--- src/rtl/aexm_bpcu_ras.sv ---
// aexm_bpcu_ras: branch/PC unit with a configurable prefetch pipeline and a
// return-address stack that scores every return against the recorded link site.
module aexm_bpcu_ras #(
   parameter int IW  = 24,
   parameter int PFD = 2,
   parameter int RAW = 3,
   parameter int CW  = 16
) (
   input  logic          gclk,
   input  logic          grst,
   input  logic          x_en,
   input  logic [1:0]    rMXALT,
   input  logic [5:0]    rOPC,
   input  logic [4:0]    rRD,
   input  logic [4:0]    rRA,
   input  logic [31:0]   xRESULT,
   input  logic [31:0]   rRESULT,
   input  logic [31:0]   rDWBDI,
   input  logic [31:0]   rREGA,
   input  logic          ras_clr,
   output logic [IW-3:0] aexm_icache_precycle_addr,
   output logic [29:0]   rPC,
   output logic [29:0]   rPCLNK,
   output logic          rSKIP,
   output logic [29:0]   rRASTOP,
   output logic [RAW:0]  rRASCNT,
   output logic          rRASOVF,
   output logic          rRASUNF,
   output logic [CW-1:0] rHITCNT,
   output logic [CW-1:0] rMISCNT
);

   localparam int DEPTH = 1 << RAW;
   localparam logic [RAW:0] CNT_FULL = {1'b1, {RAW{1'b0}}};
   localparam logic [RAW:0] CNT_ONE  = {{RAW{1'b0}}, 1'b1};

   // decode and branch resolution
   logic          rtd, bcc, bru, lnk;
   logic [31:0]   rega;
   logic          zero, neg, cond;
   logic          bra, dly, skip_next;
   logic [29:0]   ipc_next;

   // prefetch pipeline and branch history
   logic [29:0]   pipe [PFD];
   logic [29:0]   ipc;
   logic          bra_q, dly_q;

   // return-address stack
   logic [29:0]   stack [DEPTH];
   logic [RAW-1:0] wp, top_ptr;
   logic          valid, push, pop, empty, full;
   logic [29:0]   predicted;
   logic          pred_hit;

   logic          unused_bits;

   // opcode decode, operand-A forwarding and condition evaluation
   always_comb begin
      rtd = (rOPC == 6'o55);
      bcc = (rOPC == 6'o47) || (rOPC == 6'o57);
      bru = (rOPC == 6'o46) || (rOPC == 6'o56);
      lnk = bru & rRA[2];

      case (rMXALT)
         2'd2:    rega = rDWBDI;
         2'd1:    rega = rRESULT;
         default: rega = rREGA;
      endcase

      zero = (rega == '0);
      neg  = rega[31];

      case (rRD[2:0])
         3'd0:    cond = zero;
         3'd1:    cond = ~zero;
         3'd2:    cond = neg;
         3'd3:    cond = neg | zero;
         3'd4:    cond = ~(neg | zero);
         3'd5:    cond = ~neg;
         default: cond = 1'b0;
      endcase

      bra       = rtd | bru | (bcc & cond);
      dly       = (bru & rRA[4]) | (bcc & rRD[4]) | rtd;
      skip_next = (bra & ~dly) | bra_q;
      ipc_next  = bra ? xRESULT[31:2] : pipe[0] + 30'd1;
   end

   assign ipc = pipe[PFD-1];
   assign aexm_icache_precycle_addr = ipc_next[IW-3:0];

   // prefetch pipeline, PC/link pipeline and skip tracking
   always_ff @(posedge gclk) begin
      if (grst) begin
         for (int unsigned k = 0; k < PFD; k++) begin
            pipe[k] <= '0;
         end
         rPC    <= '0;
         rPCLNK <= '0;
         bra_q  <= 1'b0;
         dly_q  <= 1'b0;
         rSKIP  <= 1'b0;
      end else if (x_en) begin
         pipe[0] <= ipc_next;
         for (int unsigned k = 1; k < PFD; k++) begin
            pipe[k] <= pipe[k-1];
         end
         rPC    <= ipc;
         rPCLNK <= rPC;
         bra_q  <= bra;
         dly_q  <= dly;
         rSKIP  <= skip_next;
      end
   end

   // RAS event qualification and return prediction
   always_comb begin
      valid     = ~rSKIP;
      push      = valid & lnk;
      pop       = valid & rtd;
      empty     = (rRASCNT == '0);
      full      = (rRASCNT == CNT_FULL);
      top_ptr   = wp - RAW'(1);
      predicted = stack[top_ptr] + 30'd2;
      pred_hit  = (xRESULT[31:2] == predicted);
      rRASTOP   = empty ? '0 : stack[top_ptr];
   end

   // stack storage; contents are unreachable while the count is zero, so no reset
   always_ff @(posedge gclk) begin
      if (!grst && x_en && push) begin
         stack[wp] <= rPC;
      end
   end

   // pointer, count, sticky flags and saturating hit/miss counters
   always_ff @(posedge gclk) begin
      if (grst) begin
         wp      <= '0;
         rRASCNT <= '0;
         rRASOVF <= 1'b0;
         rRASUNF <= 1'b0;
         rHITCNT <= '0;
         rMISCNT <= '0;
      end else if (x_en) begin
         // a full-stack push overwrites the oldest entry, which is exactly the slot at wp
         if (push) begin
            wp <= wp + RAW'(1);
            if (!full) begin
               rRASCNT <= rRASCNT + CNT_ONE;
            end
         end else if (pop && !empty) begin
            wp      <= top_ptr;
            rRASCNT <= rRASCNT - CNT_ONE;
         end

         if (ras_clr) begin
            rRASOVF <= 1'b0;
            rRASUNF <= 1'b0;
            rHITCNT <= '0;
            rMISCNT <= '0;
         end else begin
            if (push && full) begin
               rRASOVF <= 1'b1;
            end
            if (pop && empty) begin
               rRASUNF <= 1'b1;
            end
            if (pop && !empty && pred_hit && rHITCNT != '1) begin
               rHITCNT <= rHITCNT + CW'(1);
            end
            if (pop && (empty || !pred_hit) && rMISCNT != '1) begin
               rMISCNT <= rMISCNT + CW'(1);
            end
         end
      end
   end

   assign unused_bits = ^{rRA[1:0], rRA[3], rRD[3], xRESULT[1:0], ipc_next, dly_q};

endmodule

--- config.mk ---
export PLATFORM = sky130hd
export DESIGN_NAME = aexm_bpcu_ras
export DESIGN_NICKNAME = d
export VERILOG_FILES = /design/src/rtl/aexm_bpcu_ras.sv
export SDC_FILE = /design/constraint.sdc
export NUM_CORES = 1
export LEC_CHECK = 0
export CAP_MARGIN = 0
export CORE_ASPECT_RATIO = 2
export CORE_UTILIZATION = 50
export DETAILED_ROUTE_END_ITERATION = 7
export PLACE_DENSITY = 0.81
export SLEW_MARGIN = 10
export SYNTH_ARGS = -nofsm -noshare
export SYNTH_HDL_FRONTEND = slang
export SYNTH_SLANG_ARGS = --single-unit
--- constraint.sdc ---
create_clock -name gclk -period 7.19 [get_ports gclk]
set_input_delay 2.157 -clock gclk [delete_from_list [all_inputs] [get_ports gclk]]
set_output_delay 2.157 -clock gclk [all_outputs]
set_load 0.01 [all_outputs]
==> impl_metrics.toml <==
[synthesis]
synth_top_area_cell = "edfxtp_1"
synth_flop_cell = "edfxtp_1"
yosysSeqAreaShare_pct = 57.4
synth_most_common_cell = "edfxtp_1"
synthCells = 1522
avgSynthCellArea_um2 = 12.7
synthTopCellsByArea = "edfxtp_1 (47%), dfxtp_1 (11%), mux2i_1 (7.4%), mux4_2 (6.2%), nor2_1 (2.9%)"
ys_top_cells_by_count = "edfxtp_1 (300), nor2_1 (147), mux2i_1 (142)"
async_flop_share_pct = 0
netlist.area_leader.share_pct = 46.7
ys_seq_elements = 403
synth-edff-count = 300
syn-num-nets = 1683
yosysWarnings = 0
syn-cell-area_mm2 = 0.0193
netlist-cell-type-count = 78

[power]
ir_drop_v = 0.000186
p_leak_nw = 8.47
p_per_area_mw_per_mm2 = 200

[floorplan]
coreArea_mm2 = 0.0380
die-area_mm2 = 0.0394
ios = 301
initial_core_util_pct = 50.7
die_y_um = 280
row_count = 101
die_w_um = 141

[sta]
fmax_ghz = 0.141
period_share_pct = 98.4
max_slew_margin_pct = 27.0
finalCriticalPeriod_ps = 7080
skew_ps = 30.8
tns_ps = 0
finalSetupViolCount = 0
worst_pin_slew_ps = 1090
finalHoldViolations = 0
report.final.slew_viol_count = 0

[clock_tree]
hold_buffers = 0
clock_latency_ps = 550
clock_sinks = 403
cts_buffer_depth = 3
clk_pin_slew_ps = 70
ctsRootBufferMaster = "clkbuf_16"
htree_num_levels = 2
tritoncts = "yes"
cts_buffers = 35

[detailed_routing]
routed.top_layer = "met4"
dr_wl_met3_mm = 4.02
vias = 14169
post_drt_wl_per_cell_um = 24.3
first_iter_violations = 1163
firstDrtPassIters = 5
route.detailed.drc = 0
wl_mm = 57.1
wl_met2_mm = 30.6
ant_nets = 0
wl_met1_mm = 18.0
routed_via_density = 6.03

[worst_setup_path]
path_max_fanout = 5
crit_chain = "clkdlybuf4s50_1, nor4_2, nand4_1, o21ai_1, buf_4, a31oi_4, o31ai_2, a21oi_1, o211ai_1, a21oi_2, nor2_4, buf_6, buf_12, mux2_4, buf_6"
path_class = "in -> out"
cp_common_cell = "buf_6"
critPathArrivalTime_ps = 4920
crit_path_top_delay_cell = "clkdlybuf4s50_1"
cp-start-kind = "primary input"
endpoint_kind = "output pin"
critPathTopFamily = "buffers and inverters"
reg2reg_depth = 16
crit_buf_inv = 5
cp.depth = 15
crit_path_max_incr_delay_ps = 410
crit_required_ps = 5030

[worst_hold_path]
holdPathStages = 2
hp-class = "reg -> reg"

[job]
cap_violations = 0

[outcome]
status = "complete, no violations"

[placement]
dpl_cell_area_mm2 = 0.0227
place_congestion = 1.01
port_buffers = 294
dp_hpwl_mm = 40.6

[cells_and_area]
syn_to_final_growth_pct = 24.9
finalInstanceArea_mm2 = 0.0241
drive_above_1_share_pct = 13.8
nets = 1964
post-route-util_pct = 63.3

[grt]
grt_pass1_wl_mm = 84.5
grt_pass1_vias = 14596
grt_overflow = 0
grt.total_usage_pct = 29.3
grt_max_degree = 107
antenna_found_initial = 5
-- cell type report --
cell class	count	area [µm²]
fillers	2772	14000
flip-flops and latches	403	11100
multi-input cells	1002	7850
repair buffers	338	3290
clock buffers	42	955
well taps	515	644
clock inverters	21	161
inverters	23	86.3
diodes	6	15.0
-- flip-flops by register name (all words and copies together), names as in the netlist --
signal and count:
rHITCNT 16, wp 3, bra_q 1, rMISCNT 16
rPC 30, rSKIP 1, rRASUNF 1, rRASCNT 4
rPCLNK 30, pipe 60, stack 240, rRASOVF 1
-- worst min-delay path, cell delays in order (launching register included) --
cell and delay [ps]:
dfxtp_1 320, inv_1 50, a21oi_1 50
-- routing by layer --
layer	GRT usage (%)	vias to the layer above
met3	4.63	191
met5	0	-
met1	28.8	6963
li1	-	6273
met2	54.8	742
met4	21.0	0
-- power by group --
part           total (mW)  internal [mW]  leakage, nW  switching, mW
registers            2.56           2.52         3.87         0.0424
logic               0.381          0.192         4.06          0.190
clock network        1.86          0.974        0.540          0.889
total                4.81           3.69         8.47           1.12
-- metrics by stage --
step	hold WS [ps]	std cells	power, mW	setup WS, ps
final	458	2350	4.81	114
after global routing	494	2349	4.93	-15.1
after CTS	459	2346	4.81	0.848
after detailed placement	446	2276	2.98	-646
after global placement	435	2276	2.97	-607
after floorplan	443	1522	2.78	211
-- cell families after synthesis --
| kind of cell | count (synthesis) | synth area share (%) |
|---|---|---|
| muxes | 219 | 15.1 |
| buffers and inverters | 117 | 3.33 |
| AOI/OAI and AO/OA | 137 | 4.77 |
| and+or+nand+nor | 557 | 15.0 |
| xor gates and xnor gates | 78 | 3.64 |
| adders and majority gates | 11 | 0.753 |
| DFF | 403 | 57.4 |
-- what timing repair did --
| action | in CTS | in global routing |
|---|---|---|
| gates cloned | 2 | 0 |
| resized for setup | 142 | 25 |
| setup buffers | 5 | 1 |
| endpoints found under the setup margin | 22 | 22 |
| pin swaps | 19 | 10 |
-- layout by cell type (no fill, tap or decap), types with 52 or more instances in the layout --
master,n
nor2_1,139
xnor2_1,53
mux4_2,53
and2_1,52
edfxtp_1,300
nand2_1,81
dfxtp_1,102
clkdlybuf4s50_1,250
mux2i_1,141
nand3_1,73
-- final timing paths --
check,startpoint,to,slack [ps]
max,rRESULT[22],aexm_icache_precycle_addr[7],110
min,rRASOVF,rRASOVF,460
max reg2reg,wp[0],rHITCNT[15],1010
min reg2reg,rRASOVF,rRASOVF,460
Note: power is estimated with default switching activity, not from simulation.
